$ cat src/rtl/xmakina_pkg.sv
// Shared XMakina definitions: instruction classes, function codes, error codes
// and the offset limits used when encoding instructions.
package xmakina_pkg;

   typedef enum logic [3:0] {
      CLS_BL    = 4'd0,
      CLS_BRC   = 4'd1,
      CLS_ALU   = 4'd2,
      CLS_SHIFT = 4'd3,
      CLS_SWAP  = 4'd4,
      CLS_LD    = 4'd5,
      CLS_ST    = 4'd6,
      CLS_SVC   = 4'd7,
      CLS_CEX   = 4'd8,
      CLS_MOVI  = 4'd9,
      CLS_LDR   = 4'd10,
      CLS_STR   = 4'd11
   } inst_class_t;

   localparam logic [3:0] ALU_FUNC_SWAP = 4'b1100;
   localparam logic [3:0] ALU_FUNC_SRA  = 4'b1101;
   localparam logic [3:0] ALU_FUNC_RRC  = 4'b1110;

   typedef enum logic [1:0] {
      MOV_L  = 2'b00,
      MOV_LZ = 2'b01,
      MOV_LS = 2'b10,
      MOV_H  = 2'b11
   } mov_kind_t;

   typedef enum logic [1:0] {
      ERR_ILLEGAL  = 2'd0,
      ERR_RANGE    = 2'd1,
      ERR_MISALIGN = 2'd2
   } err_code_t;

   typedef enum logic [1:0] {
      ST_IDLE,
      ST_ACTIVE,
      ST_DRAIN,
      ST_DONE
   } enc_state_t;

   localparam logic signed [15:0] BL_OFF_MIN  = -16'sd8192;
   localparam logic signed [15:0] BL_OFF_MAX  = 16'sd8190;
   localparam logic signed [15:0] BRC_OFF_MIN = -16'sd1024;
   localparam logic signed [15:0] BRC_OFF_MAX = 16'sd1022;
   localparam logic signed [15:0] REL_OFF_MIN = -16'sd64;
   localparam logic signed [15:0] REL_OFF_MAX = 16'sd63;

endpackage

$ cat src/rtl/instruction_packer.sv
// Combinational field packer: turns one encode request into an XMakina word
// and reports whether it is encodable, with the highest-priority error code.
module instruction_packer
   import xmakina_pkg::*;
(
   input  logic [3:0]  cls,
   input  logic [3:0]  func,
   input  logic        rc,
   input  logic        byte_op,
   input  logic [2:0]  src,
   input  logic [2:0]  dst,
   input  logic [2:0]  cond,
   input  logic [15:0] offset,
   input  logic [2:0]  addr_mode,
   input  logic [1:0]  mov_kind,
   input  logic [7:0]  imm,
   input  logic [9:0]  payload,
   output logic [15:0] word,
   output logic        legal,
   output err_code_t   code
);

   logic signed [15:0] off;
   logic               illegal;
   logic               misaligned;
   logic               out_of_range;

   assign off = offset;

   always_comb begin
      word         = '0;
      illegal      = 1'b0;
      misaligned   = 1'b0;
      out_of_range = 1'b0;
      unique case (inst_class_t'(cls))
         CLS_BL: begin
            word         = {3'b000, offset[13:1]};
            misaligned   = offset[0];
            out_of_range = (off < BL_OFF_MIN) || (off > BL_OFF_MAX);
         end
         CLS_BRC: begin
            word         = {3'b001, cond, offset[10:1]};
            misaligned   = offset[0];
            out_of_range = (off < BRC_OFF_MIN) || (off > BRC_OFF_MAX);
         end
         CLS_ALU: begin
            word    = {4'b0100, func, rc, byte_op, src, dst};
            illegal = (func == ALU_FUNC_SWAP) || (func == ALU_FUNC_SRA);
         end
         CLS_SHIFT:
            word = {4'b0100, (func[0] ? ALU_FUNC_RRC : ALU_FUNC_SRA), rc, byte_op, src, dst};
         CLS_SWAP:
            word = {4'b0100, ALU_FUNC_SWAP, rc, byte_op, src, dst};
         CLS_LD, CLS_ST:
            word = {4'b0101, 1'b0, (cls == CLS_ST), addr_mode, byte_op, src, dst};
         CLS_SVC, CLS_CEX:
            word = {4'b0101, 1'b1, (cls == CLS_CEX), payload};
         CLS_MOVI:
            word = {3'b011, mov_kind, imm, dst};
         CLS_LDR, CLS_STR: begin
            word         = {1'b1, (cls == CLS_STR), offset[6:0], byte_op, src, dst};
            out_of_range = (off < REL_OFF_MIN) || (off > REL_OFF_MAX);
         end
         default:
            illegal = 1'b1;
      endcase
   end

   assign legal = !(illegal || misaligned || out_of_range);
   assign code  = illegal    ? ERR_ILLEGAL  :
                  misaligned ? ERR_MISALIGN : ERR_RANGE;

endmodule

$ cat src/rtl/instruction_encoder.sv
// Session-based instruction encoder: accepts field requests, packs them and
// streams the words into instruction memory from a loadable base address.
module instruction_encoder
   import xmakina_pkg::*;
#(
   parameter int unsigned WORD = 16
) (
   input  logic            clk,
   input  logic            rst,
   input  logic            start,
   input  logic [WORD-1:0] base_addr,
   input  logic            req_valid,
   output logic            req_ready,
   input  logic [3:0]      req_class,
   input  logic [3:0]      req_func,
   input  logic            req_rc,
   input  logic            req_byte,
   input  logic [2:0]      req_src,
   input  logic [2:0]      req_dst,
   input  logic [2:0]      req_cond,
   input  logic [WORD-1:0] req_offset,
   input  logic [2:0]      req_addr_mode,
   input  logic [1:0]      req_mov_kind,
   input  logic [7:0]      req_imm,
   input  logic [9:0]      req_payload,
   input  logic            req_last,
   output logic            mem_wr_en,
   output logic [WORD-1:0] mem_addr,
   output logic [WORD-1:0] mem_wdata,
   input  logic            mem_ready,
   output logic            busy,
   output logic            done,
   output logic            err,
   output logic [1:0]      err_code,
   output logic [WORD-1:0] word_count
);

   enc_state_t  state;
   enc_state_t  state_next;
   logic        accept;
   logic        wr_done;
   logic        start_ok;
   logic [15:0] pk_word;
   logic        pk_legal;
   err_code_t   pk_code;

   instruction_packer u_packer (
      .cls       (req_class),
      .func      (req_func),
      .rc        (req_rc),
      .byte_op   (req_byte),
      .src       (req_src),
      .dst       (req_dst),
      .cond      (req_cond),
      .offset    (req_offset),
      .addr_mode (req_addr_mode),
      .mov_kind  (req_mov_kind),
      .imm       (req_imm),
      .payload   (req_payload),
      .word      (pk_word),
      .legal     (pk_legal),
      .code      (pk_code)
   );

   assign wr_done   = mem_wr_en && mem_ready;
   assign req_ready = (state == ST_ACTIVE) && (!mem_wr_en || mem_ready);
   assign accept    = req_valid && req_ready;
   assign start_ok  = start && ((state == ST_IDLE) || (state == ST_DONE));
   assign busy      = (state == ST_ACTIVE) || (state == ST_DRAIN);
   assign done      = (state == ST_DONE);

   always_ff @(posedge clk or posedge rst) begin
      if (rst) state <= ST_IDLE;
      else     state <= state_next;
   end

   always_comb begin
      state_next = state;
      unique case (state)
         ST_IDLE, ST_DONE: if (start) state_next = ST_ACTIVE;
         ST_ACTIVE:        if (accept && req_last) state_next = ST_DRAIN;
         ST_DRAIN:         if (!mem_wr_en || mem_ready) state_next = ST_DONE;
         default:          state_next = ST_IDLE;
      endcase
   end

   // mem_addr doubles as the write pointer; a completing write and a newly
   // loaded word in the same cycle give one word per clock.
   always_ff @(posedge clk or posedge rst) begin
      if (rst) begin
         mem_wr_en  <= 1'b0;
         mem_addr   <= '0;
         mem_wdata  <= '0;
         word_count <= '0;
         err        <= 1'b0;
         err_code   <= '0;
      end else if (start_ok) begin
         mem_wr_en  <= 1'b0;
         mem_addr   <= base_addr;
         word_count <= '0;
         err        <= 1'b0;
         err_code   <= '0;
      end else begin
         if (wr_done) begin
            mem_addr   <= mem_addr + WORD'(2);
            word_count <= word_count + WORD'(1);
         end
         if (accept && pk_legal) begin
            mem_wdata <= pk_word;
            mem_wr_en <= 1'b1;
         end else if (wr_done) begin
            mem_wr_en <= 1'b0;
         end
         if (accept && !pk_legal) begin
            err <= 1'b1;
            if (!err) err_code <= pk_code;
         end
      end
   end

endmodule

$ cat config.mk
export PLATFORM = sky130hd
export DESIGN_NAME = instruction_encoder
export DESIGN_NICKNAME = d
export VERILOG_FILES = /design/src/rtl/xmakina_pkg.sv /design/src/rtl/instruction_packer.sv /design/src/rtl/instruction_encoder.sv
export SDC_FILE = /design/constraint.sdc
export NUM_CORES = 1
export LEC_CHECK = 0
export ABC_AREA = 1
export CORE_AREA = 2 2 92 94
export DETAILED_ROUTE_END_ITERATION = 7
export DIE_AREA = 0 0 94 96
export PLACE_DENSITY = 0.8
export SYNTH_ARGS = -nofsm -noshare
export SYNTH_HDL_FRONTEND = slang
export SYNTH_SLANG_ARGS = --single-unit
export TNS_END_PERCENT = 30
$ cat constraint.sdc
create_clock -name clk -period 2.65 [get_ports clk]
set_clock_uncertainty 0.15 [all_clocks]
set_input_delay 0.3975 -clock clk [delete_from_list [all_inputs] [get_ports clk]]
set_output_delay 0.3975 -clock clk [all_outputs]
set_load 0.02 [all_outputs]
# Word-level counts from Yosys, hierarchy flattened

Index checks and enable logic that the tools add are counted.

Add/subtract/negate cells: 2
Bitwise gates (word level): 1
$lt $le $gt $ge: 6
Equal/unequal tests: 20
Mux-type cells: 23
Reductions and logical operators: 32

Operator list:

| kind                                                          | count |
|---|---|
| one-hot mux 16 bit (9 select lines)                           | 1 |
| two-way mux 16 bit                                            | 4 |
| equality test 4 bit (second input constant)                   | 6 |
| two-way mux 2 bit                                             | 9 |
| adder 16 x 1 -> 16 bit (second input constant)                | 1 |
| adder 16 x 2 -> 16 bit (second input constant)                | 1 |
| equality test 4 x 3 -> 1 bit (second input constant)          | 4 |
| > comparator 16 x 11 -> 1 bit (second input constant)         | 1 |
| > comparator 16 x 14 -> 1 bit (second input constant)         | 1 |
| > comparator 16 x 7 -> 1 bit (second input constant)          | 1 |
| less-than comparator 16 x 11 -> 1 bit (second input constant) | 1 |
| less-than comparator 16 x 14 -> 1 bit (second input constant) | 1 |
| less-than comparator 16 x 7 -> 1 bit (second input constant)  | 1 |
| OR reduction 11 bit                                           | 1 |
| OR reduction 2 bit                                            | 5 |
| logical OR 1 bit                                              | 9 |
| equality test 4 x 2 -> 1 bit (second input constant)          | 2 |
| logical AND 1 bit                                             | 7 |
| two-way mux 1 bit                                             | 6 |
| != test 2 x 1 -> 1 bit (second input constant)                | 3 |
| one-hot mux 2 bit (3 select lines)                            | 1 |
| equality test 2 bit (second input constant)                   | 2 |
| equality test 4 x 1 -> 1 bit (second input constant)          | 1 |
| logical NOT 4 bit                                             | 1 |
| 11 further kinds                                              | 14 |

Register bits after elaboration: 54
Bits of input ports: 80

# Depth between registers and ports, before layout

Gate-level depths: netlist of run 1.

Depth in word-level cells: 9
Depth in mapped cells: 12
Gate-level depth less buffers: 12

# Hierarchy

From an unflattened synthesis of run 1, not the netlist that was laid out.

Cells, all modules: 601
Area total of the unflattened synthesis: 3759.9 um^2

By module, submodules not included:

| module              | sequential area each (um^2) | times used | area each (um^2) | cells an instance |
|---|---|---|---|---|
| instruction_encoder | 1351.3                      | 1          | 2824.0           | 387 |
| instruction_packer  | 0.0                         | 1          | 935.9            | 214 |

# Worst setup path before layout of run 1

Ideal clock, no wire load.

Path type: register -> register
From: register state[0]
To: register mem_addr[5]
Cell stages (with the launch flop): 8
Setup slack: 0.758 ns
Period minus slack after synthesis: 1.892 ns
Setup time: 0.130 ns
Data arrival time: 1.613 ns
Data required time: 2.370 ns
Cell sequence: dfrtp_1 -> inv_1 -> ha_1 -> nand2_1 -> clkinv_1 -> clkbuf_1 -> a211oi_1 -> a31oi_1

Word-level cells in the longest chain between the ends: 4

Ends and longest elaborated chain:

| element                                                  | RTL line                   | source |
|---|---|---|
| start: declaration                                       | instruction_encoder.sv:38  | `enc_state_t state;` |
| start signal: assignment                                 | instruction_encoder.sv:74  | `else state <= state_next;` |
| equality test 2 bit or logical NOT 2 bit (tied branches) | instruction_encoder.sv:68  | `assign start_ok = start && ((state == ST_IDLE) \|\| (state == ST_DONE));` |
| logical OR 1 bit (*)                                     | instruction_encoder.sv:68  |  |
| logical AND 1 bit (*)                                    | instruction_encoder.sv:68  |  |
| two-way mux 16 bit or nonzero test 2 bit (tied branches) | --                         |  |
| end signal: assignment                                   | instruction_encoder.sv:99  | `mem_addr <= base_addr;` |
| end signal: assignment                                   | instruction_encoder.sv:105 | `mem_addr <= mem_addr + WORD'(2);` |
| end: declaration                                         | instruction_encoder.sv:28  | `output logic [WORD-1:0] mem_addr,` |

Mark *: on every way between the ends. The rest lies on a longest branch, timed or not.
A chain may end at the register's enable or synchronous reset.

# Worst setup path in the final report of run 1

From: register state[0]
To: output busy

Word-level cells in the longest chain between the ends: 2

Ends and longest elaborated chain:

| element                                                             | RTL line                  | source |
|---|---|---|
| equality test 2 x 1 -> 1 bit or equality test 2 bit (tied branches) | instruction_encoder.sv:69 | `assign busy = (state == ST_ACTIVE) \|\| (state == ST_DRAIN);` |
| logical OR 1 bit (*)                                                | instruction_encoder.sv:69 |  |
| end: declaration                                                    | instruction_encoder.sv:31 | `output logic busy,` |

Marks and branches as above.

==> reports/metrics.cfg, run 1 <==
[power]
p_int_w = 0.00241
p_seq_share_pct = 32.0
p_comb_share_pct = 54.0
p_sw_share_pct = 43.2
pwr-share-clk_pct = 14.0
cellPowerDensity_nw_per_um2 = 823
leakage_nw = 2.40
p_switching_w = 0.00183
vdd_drop_max_mv = 0.416

[global_route]
grt_usage_pct = 25.4
grt-ovfl-total = 0
grt_max_degree = 29
grt_pass1_wl_mm = 17.8
antenna_found_initial = 0
grt_pass1_vias = 3805

[yosys]
syn_inst = 494
synthesis.nets = 580
syn_avg_cell_area_um2 = 7.10
synthTopCellsByArea = dfrtp_1 39%, nand2_1 15%, inv_1 5.7%
syn_area_um2 = 3510
yosysUniqueCellTypes = 41
ys_seq_area_share_pct = 38.5
yosys.area.top_type = dfrtp_1
synth_warnings = 0
synth_top_cell_area_share_pct = 38.5
ys_seq_elements = 54

[critical_path]
reg2reg_slack_ps = 570
crit_start = state[0]$_DFFE_PP0P_
path_max_fanout = 4
path_class = reg -> out
cp_cell_sequence = inv_1 -> ha_1 -> inv_1 -> clkdlybuf4s50_1
crit_path_frequent_cell = inv_1
crit_slowest_cell = clkdlybuf4s50_1
r2r-start = mem_addr[1]$_DFFE_PP0P_
reg2reg_depth = 9
crit_end = busy
slowest_delay_ps = 600
worst_setup_path_end_kind = output pin
r2r_end = mem_addr[15]$_DFFE_PP0P_
worstPathArrival_ps = 1830
critPathRequiredTime_ps = 2100
start_kind = flip-flop

[cells_and_area]
post-route-util_pct = 64.0
stdcell_count = 744
area_growth_pct = 46.8
layout-drive-gt1-share_pct = 8.45
final_nets = 724
fillCellCount = 714
diodes = 0
finalInstanceArea_um2 = 5150

[timing]
finalSetupViolCount = 0
final.period_utilization_pct = 89.7
rsz0062_at_grt = false
tightest_slew_ps = 850
relSlewSlack_pct = 42.9
fmax_mhz = 421
hold_viol_final = 0
drv_slew = 0
holdWs_ps = 233
fin_tns_setup_ps = 0
fin_crit_ps = 2380

[floorplanning]
ios = 135
fp.dieW_um = 94
core_um2 = 8050
num_rows = 33
die_h_um = 96
initial_core_util_pct = 43.6
die_area_um2 = 9020

[run_status]
status = finished, final reports clean

[clocking]
cts-buffers-inserted = 5
clk_pin_slew_worst_paths_ps = 100
clock_latency_ps = 310
post_cts_buffers = 0
clock-root-buffer = clkbuf_8
ctsResizeCount = 0
cts_tree = done
ctsHtreeMaxLevel = 2
cts_buffer_depth = 2
clock_sinks = 54
cts_hold_buf = 0

[detailed_routing]
first_iter_violations = 194
drc = 0
vias = 3896
routed_wl_mm = 11.3
vias_per_cell = 5.24
first_pass_iters = 5
ant_nets = 0
wl_per_cell_um = 15.2

[placement]
dp.cells = 736
place_congestion = 0.978
place_area_um2 = 5030
hpwl_mm = 9.20
numPortBuffers = 134

[min_path]
hold_class = in -> async

[flow_run]
drv_cap = 0

## synthesized netlist by cell type (all sizes together)
master	count
a31oi	3
a21oi	19
a21boi	1
ha	6
nor2	54
o22ai	6
nor3	13
a211o	1
clkbuf	7
or2	2
and2	1
nand3b	1
xor2	4
nand4	11
a211oi	4
and3	1
o21ai	33
o21a	2
clkinv	1
inv	61
o211ai	9
a221oi	4
a22oi	4
nor4	2
buf	5
nand3	37
a22o	1
dfrtp	54
nand2	143
a311oi	1
mux2i	3
## worst max-delay path: cells and delay by family (launching register included)
| kind | cells | cell delay [ps] |
|---|---|---|
| buf+inv | 3 | 760 |
| flops | 1 | 420 |
| fa+ha+maj | 1 | 330 |
## metal layers
metal,track usage [%],routed length [um],vias up
met5,0,0,-
met4,7.97,224,0
met3,5.01,1010,19
met2,45.8,5380,214
met1,30.5,4670,1742
li1,-,-,1921
## state kept, by name, indices dropped and copies added (netlist names)
| name | count |
|---|---|
| state | 2 |
| mem_wr_en | 1 |
| mem_wdata | 16 |
| mem_addr | 16 |
| err | 1 |
| err_code | 2 |
| word_count | 16 |
## how the worst min path moves through the flow
stage | slack (ps) | startpoint | cells past startpoint | to
finish | 230 | rst | 2 | mem_wdata[7]$_DFFE_PP0P_
global route | 270 | rst | 2 | word_count[2]$_DFFE_PP0P_
CTS | 240 | rst | 2 | word_count[2]$_DFFE_PP0P_
detailed placement | 320 | mem_wdata[11]$_DFFE_PP0P_ | 2 | mem_wdata[11]$_DFFE_PP0P_
global placement | 310 | mem_addr[0]$_DFFE_PP0P_ | 2 | mem_addr[0]$_DFFE_PP0P_
floorplan | 360 | base_addr[0] | 2 | mem_addr[0]$_DFFE_PP0P_
## through the flow
step	total power, W	worst slack, ps
after floorplan	0.00263	758
after global placement	0.00360	179
after detailed placement	0.00365	165
after CTS	0.00426	257
after global routing	0.00453	182
final	0.00424	272
## cell families (layout without fill, tap and decap cells)
group           count (synthesis)  in the layout  synth area share, %
compound gates                 88             88                 15.9
fa+ha+maj                       6              6                 2.14
flops                          54             54                 38.5
buf+inv                        74            219                 8.46
xor+xnor                        4              4                0.999
simple gates                  265            265                 33.1
mux                             3              3                0.856
## power groups by stage
stage          sequential (W)  combinational (W)  clock, W
2_1_floorplan         0.00160            0.00103         0
3_3_place_gp          0.00136            0.00224         0
3_5_place_dp          0.00136            0.00229         0
4_1_cts               0.00135            0.00230  0.000608
5_1_grt               0.00140            0.00249  0.000639
6_report              0.00136            0.00229  0.000593
## cells in the final DEF, fill, tap and decap left out, types with 2 or more instances in the layout
master           netlist  final
nand2_2                3      3
o21ai_1                6      6
nand2_1              140    140
inv_1                 53     52
a31oi_1                3      3
nor2_1                47     47
nor4_1                 2      2
nor2_4                 2      2
xor2_1                 4      4
o22ai_1                6      6
ha_1                   6      6
o21a_1                 2      2
o21ai_2                8      8
o211ai_1               9      9
clkbuf_8               0      6
a221oi_1               4      4
nand3_2                2      2
a211oi_1               4      4
a21oi_1               19     19
inv_2                  8      9
nor2_2                 5      5
a22oi_1                4      4
clkdlybuf4s50_1        0    134
nand4_1               11     11
nor3_1                13     13
o21ai_0               19     19
mux2i_1                3      3
nand3_1               34     34
buf_4                  0     15
dfrtp_1               54     54
## cell type report
cell class | instances | area [um^2] | share of cell area (%)
Sequential cell | 54 | 1350 | 26.2
Timing Repair Buffer | 149 | 1450 | 28.2
Inverter | 62 | 233 | 4.52
Tap cell | 105 | 131 | 2.55
Clock inverter | 2 | 38.8 | 0.753
Clock buffer | 6 | 82.6 | 1.60
Multi-Input combinational cell | 366 | 1860 | 36.1
Power figures use the tool's default switching activity.
==> run 2, diff against run 1 <==
--- a/config.mk
+++ b/config.mk
@@ -6,10 +6,10 @@
 export NUM_CORES = 1
 export LEC_CHECK = 0
 export ABC_AREA = 1
-export CORE_AREA = 2 2 92 94
+export CORE_AREA = 2 2 122 124
 export DETAILED_ROUTE_END_ITERATION = 7
-export DIE_AREA = 0 0 94 96
-export PLACE_DENSITY = 0.8
+export DIE_AREA = 0 0 124 126
+export SKIP_CTS_REPAIR_TIMING = 1
 export SYNTH_ARGS = -nofsm -noshare
 export SYNTH_HDL_FRONTEND = slang
 export SYNTH_SLANG_ARGS = --single-unit
==> reports/metrics.cfg, run 2 (synthesis results as in run 1) <==
[global_route]
grt_pass1_wl_mm = 19.7  ; +10%
grt_usage_pct = 15.8  ; -9.6 points
grt_pass1_vias = 3941  ; +3.6%
grt_max_degree = 33  ; +14%
antenna_found_initial = 0  ; unchanged
grt-ovfl-total = 0  ; unchanged

[detailed_routing]
wl_per_cell_um = 14.6  ; -3.7%
routed_wl_mm = 12.1  ; +6.9%
vias_per_cell = 4.73  ; -9.6%
first_pass_iters = 5  ; unchanged
first_iter_violations = 236  ; +22%
drc = 0  ; unchanged
ant_nets = 0  ; unchanged
vias = 3911  ; +0.39%

[cells_and_area]
layout-drive-gt1-share_pct = 8.57  ; +0.12 points
final_cell_mix = 140 x nand2_1, 134 x clkdlybuf4s50_1, 54 x dfrtp_1
final_common_cell = nand2_1
multiInputGateArea_um2 = 1860  ; unchanged
final_nets = 727  ; +0.41%
post-route-util_pct = 37.3  ; -27 points
fillCellCount = 1530  ; +110%
area_growth_pct = 52.2
largestRegisters = mem_addr (16), mem_wdata (16), word_count (16)
seq_area_um2 = 1350  ; unchanged
diodes = 0  ; unchanged

[critical_path]
r2r_end = word_count[4]$_DFFE_PP0P_
reg2reg_depth = 6  ; -3
path_max_fanout = 4  ; unchanged
worst_setup_path_end_kind = output pin
critPathRequiredTime_ps = 2100  ; about the same
crit_start = state[0]$_DFFE_PP0P_
path_class = reg -> out
crit_end = busy
reg2reg_slack_ps = 480  ; -90 ps
r2r-start = state[0]$_DFFE_PP0P_
start_kind = flip-flop
worstPathArrival_ps = 1800  ; -30 ps

[clocking]
clock_sinks = 54  ; unchanged
cts_tree = done
cts_buffer_depth = 2  ; unchanged
ctsHtreeMaxLevel = 2  ; unchanged
clock_latency_ps = 290  ; -20 ps
clock-root-buffer = clkbuf_16
cts-buffers-inserted = 5  ; unchanged
clk_pin_slew_worst_paths_ps = 70  ; -30 ps

[power]
p_seq_share_pct = 30.5  ; -1.5 points
power_w = 0.00444  ; +4.7%
leakage_nw = 2.44  ; +1.8%
p_comb_share_pct = 52.7  ; -1.3 points
vdd_drop_max_mv = 0.303  ; -27%
cellPowerDensity_nw_per_um2 = 832  ; +1.0%
pwr-share-clk_pct = 16.7  ; +2.7 points
p_switching_w = 0.00187  ; +2.0%
p_int_w = 0.00257  ; +6.8%
p_sw_share_pct = 42.1  ; -1.1 points

[timing]
finalSetupViolCount = 0  ; unchanged
tightest_slew_ps = 537  ; -313 ps
rsz0062_at_grt = false
final.period_utilization_pct = 88.7  ; -1.0 points
drv_slew = 0  ; unchanged
fin_tns_setup_ps = 0  ; unchanged
fmax_mhz = 426  ; +1.2%
relSlewSlack_pct = 64.2  ; +21 points
fin_crit_ps = 2350  ; -27.8 ps
hold_viol_final = 0  ; unchanged

[placement]
hpwl_mm = 9.77  ; +6.2%
place_congestion = 0.914  ; -6.6%
numPortBuffers = 134  ; unchanged

[flow_run]
drv_cap = 0  ; unchanged

[floorplanning]
die_h_um = 126  ; +31%
fp.dieW_um = 124  ; +32%
die_area_um2 = 15600  ; +73%
initial_core_util_pct = 24.5  ; -19 points
num_rows = 44  ; +33%
core_um2 = 14300  ; +78%
ios = 135  ; unchanged

[run_status]
status = finished, final reports clean

[min_path]
hold_class = in -> async

-- run 2: per-layer routing --
metal | wire [um] | share of wire, % | global-route usage (%) | vias up
li1 | - | - | - | 1921
met1 | 5160 | 43 | 19.8 | 1813
met2 | 5710 | 47 | 26.7 | 162
met3 | 942 | 7.8 | 4.17 | 15
met4 | 248 | 2.1 | 4.23 | 0
met5 | 0 | 0 | 0 | -
-- run 2: per-stage QoR --
stage | hold WS (ps) | cells | cell area, um^2 | setup WS (ps)
after floorplan | 357 | 494 | 3510 | 758
after global placement | 319 | 818 | 5170 | 132
after detailed placement | 319 | 818 | 5170 | 77.7
after CTS | 340 | 826 | 5340 | 281
after global routing | 360 | 826 | 5340 | 193
final | 317 | 826 | 5340 | 300
-- run 2: power by group through the flow --
stage          logic [W]  clock network (W)  registers (W)
2_1_floorplan    0.00103                  0        0.00160
3_3_place_gp     0.00232                  0        0.00136
3_5_place_dp     0.00236                  0        0.00137
4_1_cts          0.00236           0.000770        0.00136
5_1_grt          0.00258           0.000803        0.00140
6_report         0.00234           0.000743        0.00136
-- run 2: worst min-delay path by stage --
| stage | from | endpoint | slack, ps | depth (start not counted) |
|---|---|---|---|---|
| 2_1_floorplan | base_addr[0] | mem_addr[0]$_DFFE_PP0P_ | 360 | 2 |
| 3_3_place_gp | mem_wdata[8]$_DFFE_PP0P_ | mem_wdata[8]$_DFFE_PP0P_ | 320 | 2 |
| 3_5_place_dp | mem_wdata[11]$_DFFE_PP0P_ | mem_wdata[11]$_DFFE_PP0P_ | 320 | 2 |
| 4_1_cts | rst | mem_wdata[1]$_DFFE_PP0P_ | 340 | 2 |
| 5_1_grt | mem_wdata[7]$_DFFE_PP0P_ | mem_wdata[7]$_DFFE_PP0P_ | 360 | 2 |
| 6_report | rst | mem_wdata[5]$_DFFE_PP0P_ | 320 | 2 |
-- run 2: worst max-delay path, stage by stage (launching register included) --
cell	delay, ps
dfrtp_1	420
inv_1	80
ha_1	330
inv_1	90
clkdlybuf4s50_1	600
-- run 2: final cells by class --
class                      count  area share (%)
clock buffer                   7            2.48
clock inverter                 1           0.563
inverter                      62            4.36
multi-input combinational    366            34.8
sequential                    54            25.3
tap                          184            4.31
timing repair buffer         152            28.1
